`config.mk`:
```
export PLATFORM = sky130hd
export DESIGN_NAME = fadd_arbiter
export DESIGN_NICKNAME = d
export VERILOG_FILES = /design/src/rtl/fadd_arbiter.sv
export SDC_FILE = /design/constraint.sdc
export NUM_CORES = 1
export LEC_CHECK = 0
export CAP_MARGIN = 10
export CORE_AREA = 2 2 104 106
export CTS_CLUSTER_DIAMETER = 40
export DETAILED_ROUTE_END_ITERATION = 10
export DIE_AREA = 0 0 106 108
export GPL_ROUTABILITY_DRIVEN = 0
export GPL_TIMING_DRIVEN = 0
export MAX_ROUTING_LAYER = met4
export PLACE_DENSITY = 0.75
export SLEW_MARGIN = 25
export SYNTH_ARGS = -nofsm -noshare
export SYNTH_HDL_FRONTEND = slang
export SYNTH_SLANG_ARGS = --single-unit
```
`constraint.sdc`:
```
create_clock -name clk -period 1.8 [get_ports clk]
set_clock_uncertainty 0.1 [all_clocks]
set_input_delay 0.18 -clock clk [delete_from_list [all_inputs] [get_ports clk]]
set_output_delay 0.18 -clock clk [all_outputs]
set_load 0.05 [all_outputs]
```
`src/rtl/fadd_arbiter.sv`:
```
// Round-robin front end that shares one pipelined fadd_multi unit among NUM_REQ requesters.
// Optional feature macro: FADD_ARB_SUB_EN (issue x1-x2 by flipping the sign of x2 when req_sub is set).
module fadd_arbiter #(
  parameter  int NUM_REQ  = 2,
  parameter  int FADD_LAT = 2,
  parameter  int MAX_OUT  = 2,
  localparam int IDW      = $clog2(NUM_REQ)
) (
  input  logic                  clk,
  input  logic                  rst,
  input  logic [NUM_REQ-1:0]    req_valid,
  output logic [NUM_REQ-1:0]    req_ready,
  input  logic [NUM_REQ*32-1:0] req_x1,
  input  logic [NUM_REQ*32-1:0] req_x2,
  input  logic [NUM_REQ-1:0]    req_sub,
  output logic [31:0]           fadd_x1,
  output logic [31:0]           fadd_x2,
  input  logic [31:0]           fadd_y,
  output logic                  rsp_valid,
  output logic [IDW-1:0]        rsp_id,
  output logic [31:0]           rsp_y,
  output logic                  busy
);

  localparam int CW = $clog2(MAX_OUT + 1);

  logic [IDW-1:0]                ptr_q, ptr_d;
  logic [NUM_REQ-1:0][CW-1:0]    cnt_q, cnt_d;
  logic [31:0]                   fadd_x1_q, fadd_x1_d;
  logic [31:0]                   fadd_x2_q, fadd_x2_d;
  logic [FADD_LAT:0]             pv_q, pv_d;
  logic [FADD_LAT:0][IDW-1:0]    pid_q, pid_d;

  logic [NUM_REQ-1:0]            elig_s;
  logic [NUM_REQ-1:0]            grant_s;
  logic                          found_s;
  logic [IDW-1:0]                gnt_id_s;
  logic [31:0]                   sel_x1_s;
  logic [31:0]                   sel_x2_s;

`ifndef FADD_ARB_SUB_EN
  logic sub_unused;
  assign sub_unused = ^req_sub;
`endif

  // Eligibility and round-robin grant search starting at ptr.
  always_comb begin
    int idx;
    elig_s   = '0;
    grant_s  = '0;
    found_s  = 1'b0;
    gnt_id_s = '0;
    idx      = 0;
    for (int i = 0; i < NUM_REQ; i++) begin
      elig_s[i] = req_valid[i] & (cnt_q[i] < CW'(MAX_OUT));
    end
    for (int k = 0; k < NUM_REQ; k++) begin
      idx = int'(ptr_q) + k;
      if (idx >= NUM_REQ) begin
        idx = idx - NUM_REQ;
      end else begin
        idx = idx;
      end
      if (!found_s && elig_s[idx]) begin
        found_s  = 1'b1;
        gnt_id_s = IDW'(idx);
      end else begin
        found_s  = found_s;
      end
    end
    if (found_s) begin
      grant_s[gnt_id_s] = 1'b1;
    end else begin
      grant_s = '0;
    end
  end

  // Operand mux for the granted requester, with optional sign flip on x2.
  always_comb begin
    sel_x1_s = req_x1[32*int'(gnt_id_s) +: 32];
    sel_x2_s = req_x2[32*int'(gnt_id_s) +: 32];
`ifdef FADD_ARB_SUB_EN
    sel_x2_s = {sel_x2_s[31] ^ req_sub[gnt_id_s], sel_x2_s[30:0]};
`endif
  end

  // Next state: pointer, issue register, id pipe and per-requester in-flight counts.
  always_comb begin
    ptr_d     = ptr_q;
    fadd_x1_d = 32'd0;
    fadd_x2_d = 32'd0;
    pv_d      = '0;
    pid_d     = '0;
    cnt_d     = cnt_q;
    if (found_s) begin
      ptr_d     = (gnt_id_s == IDW'(NUM_REQ - 1)) ? '0 : gnt_id_s + IDW'(1);
      fadd_x1_d = sel_x1_s;
      fadd_x2_d = sel_x2_s;
    end else begin
      ptr_d     = ptr_q;
    end
    pv_d[0]  = found_s;
    pid_d[0] = gnt_id_s;
    for (int s = 1; s <= FADD_LAT; s++) begin
      pv_d[s]  = pv_q[s-1];
      pid_d[s] = pid_q[s-1];
    end
    // Counter uses the registered response, so a returning op frees its slot one cycle later.
    for (int i = 0; i < NUM_REQ; i++) begin
      if (grant_s[i] && !(pv_q[FADD_LAT] && (pid_q[FADD_LAT] == IDW'(i)))) begin
        cnt_d[i] = cnt_q[i] + CW'(1);
      end else if (!grant_s[i] && pv_q[FADD_LAT] && (pid_q[FADD_LAT] == IDW'(i))) begin
        cnt_d[i] = cnt_q[i] - CW'(1);
      end else begin
        cnt_d[i] = cnt_q[i];
      end
    end
  end

  // State registers with synchronous reset.
  always_ff @(posedge clk) begin
    if (rst) begin
      ptr_q     <= '0;
      cnt_q     <= '0;
      fadd_x1_q <= 32'd0;
      fadd_x2_q <= 32'd0;
      pv_q      <= '0;
      pid_q     <= '0;
    end else begin
      ptr_q     <= ptr_d;
      cnt_q     <= cnt_d;
      fadd_x1_q <= fadd_x1_d;
      fadd_x2_q <= fadd_x2_d;
      pv_q      <= pv_d;
      pid_q     <= pid_d;
    end
  end

  assign req_ready = grant_s;
  assign fadd_x1   = fadd_x1_q;
  assign fadd_x2   = fadd_x2_q;
  assign rsp_valid = pv_q[FADD_LAT];
  assign rsp_id    = pid_q[FADD_LAT];
  assign rsp_y     = fadd_y;
  assign busy      = |pv_q;

endmodule

```
==> metrics.txt <==
fmax=571 MHz; initial cell density of the core=0.287; Post-Synth Simple-Gate Area=0.208; Routed WL per cell=13.8 µm; DRT Wirelength=between 10000 and 15000 µm; Sink Count=75; post-route ant nets=0; Critical path buffers and inverters=1; Tot Pwr=approximately 0.0050 W; RSZ-0062 raised after global routing=false; Max Slew Vio Count=0; Yosys Warn Count=0; DR iter-0 viols=158; initial antenna violation count=0; CTS tree=built; number of global-route vias before repair=about 3100; final non-filler cell total=around 740; Worst setup EP type=output pin; CTS Root Cell=clkbuf_8; combinational family with the most area after synthesis=simple AND/OR/NAND/NOR gates; clk buf depth=2; Synth Area in XOR/XNOR=0.0119; worst path arrival time=roughly 1500 ps; n_diodes=0; Synth Area in Compound Gates=0.130; R2R Path End=fadd_x2[28]; Top Ports=approximately 270; hold path start=req_x1[33]; fin nets=around 770; Vias/cell=4.31; Startpoint Class=flop; CP max FO=1; post-synthesis sequential area ratio=0.512; GRT Util Overall=0.173; worst reg2reg path startpoint=cnt_q[1]; slowest CP cell=clkdlybuf4s50_1; cell count after synthesis=356; post-layout min period=1750 ps; Chip Width=~110 µm; Worst slew margin=0.644; total gr overflow=0; slowest cell delay on critical path=810 ps; FF-to-FF setup slack=about 200 ps; Critical path origin=fadd_x2[29]; first-pass GRT wire length=between 10000 and 15000 µm; die area=approximately 0.011 mm²; Avg Inst Size Synth=~8.2 µm²; Skew-Pair Late Insertion Delay=330 ps; Final period util=0.972; Worst path depth=1; Syn Nets=around 520; largest net degree at the start of global routing=13; TritonCTS Buffers=9; placed cell count=724; final setup violation count=0; 1st-pass router iterations=4; H-tree depth=3; FF+latch count, synth=75; Design Area, Final=between 0.005 and 0.006 mm²; Post-DP HPWL=roughly 8000 µm; Syn Std Cell Area=between 0.002 and 0.003 mm²; distinct cell type count after synthesis=28; Hold Buf Count CTS=0; Core ar.=~0.01 mm²; post-place instance area=between 0.005 and 0.006 mm²; Finished Core Util=0.555; Setup crit end=fadd_x2[29]; Worst Path Required=between 1500 and 2000 ps; leakage power=roughly 2.5 nW; Remaining DRCs=0; Critical Path, Cell by Cell=clkdlybuf4s50_1; Slew @ Worst Pin=about 530 ps; fraction of layout instances using a drive strength above 1=0.124; critical path type=reg -> out; Fin Setup TNS=0 ps; # Max-Cap Violations=0; Final Hold Vio Count=0; clk slew on worst S/H paths=80 ps; P&R area growth vs syn=93.6%; mux share of post-synthesis cell area=0; via count=around 3200; row cnt=37; status=completed; CP delay by family, top=buffers and inverters; Hold/Removal Path Class=in -> reg; Chip Height=between 100 and 150 µm; Synth Area in Adders=0; R2R depth=5; PwrDens=875 mW/mm²; Peak VDD IR=roughly 0.4 mV; input/output buffers=232
## per-layer routing
| metal | vias up | global-route usage | wire (µm) |
|---|---|---|---|
| met5 | - | - | 0 |
| met4 | 0 | 0.0780 | 204 |
| met3 | 15 | 0.0416 | 721 |
| met2 | 165 | 0.312 | 5350 |
| met1 | 1430 | 0.179 | 3950 |
| li1 | 1589 | - | - |
## cell families after synthesis
logic type      after synthesis
compound gates               71
xor+xnor                      4
buf+inv                      56
flops                        75
simple gates                150
## cells in the final DEF (no fill, tap or decap), types with 2 or more instances in the layout
cell,n
clkbuf_8,12
nor2b_1,5
clkbuf_1,6
or3_1,2
nand2_1,130
buf_2,6
dfxtp_1,74
nand2b_1,2
dlymetal6s2s_1,10
a21oi_1,64
buf_6,8
nor3_1,2
clkdlybuf4s50_1,215
dlygate4sd2_1,5
buf_4,39
nor2_1,4
xnor2_1,3
## what timing repair did
action,4_1_cts,5_1_grt
endpoints found under the setup margin,7,11
gates resized for setup,19,11
buffers inserted,0,2
pin swaps,0,1
## per-stage QoR
step / hold WS, ps / worst slack, ps
after floorplan: 215 / 70.9
after global placement: 325 / -612
after detailed placement: 329 / -625
after CTS: 260 / 2.20
after global routing: 274 / 0.931
final: 282 / 50.2
## where the power goes
group,switching [W],internal [W]
sequential,0.0000490,0.00180
clock,0.000608,0.000758
combinational,0.00101,0.000741
## layout make-up
| class | instances | area [µm²] |
|---|---|---|
| well taps | 136 | 170 |
| inverters | 2 | 7.51 |
| multi-input cells | 225 | 1030 |
| clock inverters | 3 | 43.8 |
| clock buffers | 13 | 169 |
| fillers | 945 | 4550 |
| plain buffers | 54 | 400 |
| flip-flops and latches | 75 | 1500 |
| repair buffers | 234 | 2350 |
## how the worst min path moves through the flow
stage / endpoint / slack, ps / cells past startpoint
5_1_grt: fadd_x2[18] / 270 / 3
3_3_place_gp: rsp_id / 330 / 1
6_report: fadd_x1[1] / 280 / 3
2_1_floorplan: fadd_x1[13] / 210 / 2
4_1_cts: fadd_x2[27] / 260 / 3
3_5_place_dp: pid_d[2] / 330 / 1
## synthesized netlist by cell type
library cell  instances  share of area
nand2b_4              1         0.0047
nand2b_1              2         0.0043
nand3b_1              1         0.0026
inv_2                 1         0.0013
o21a_1                1         0.0026
and2b_2               1         0.0030
nor2b_1               5          0.011
a31oi_1               1         0.0021
or2_2                 1         0.0021
dfxtp_1              75           0.51
clkbuf_1              5         0.0064
o21ai_0               1         0.0017
or3_1                 2         0.0043
a21oi_4               1         0.0055
buf_4                36          0.092
nand2_1             130           0.17
a221oi_1              1         0.0030
xor2_1                1         0.0030
nor3_1                2         0.0034
inv_1                 1         0.0013
buf_6                 7          0.027
nor2_1                4         0.0051
a21oi_1              64           0.11
xnor2_1               3         0.0090
nand3_1               1         0.0017
a21o_1                1         0.0026
o21ai_2               1         0.0030
buf_2                 6          0.010
## state kept, by name (all words and copies together), names as in the netlist
name / cells
rsp_id: 1
fadd_x2: 32
pid_d: 2
fadd_x1: 32
cnt_q: 4
ptr_q: 1
pv_q: 3
(Power assumes the default switching activity.)
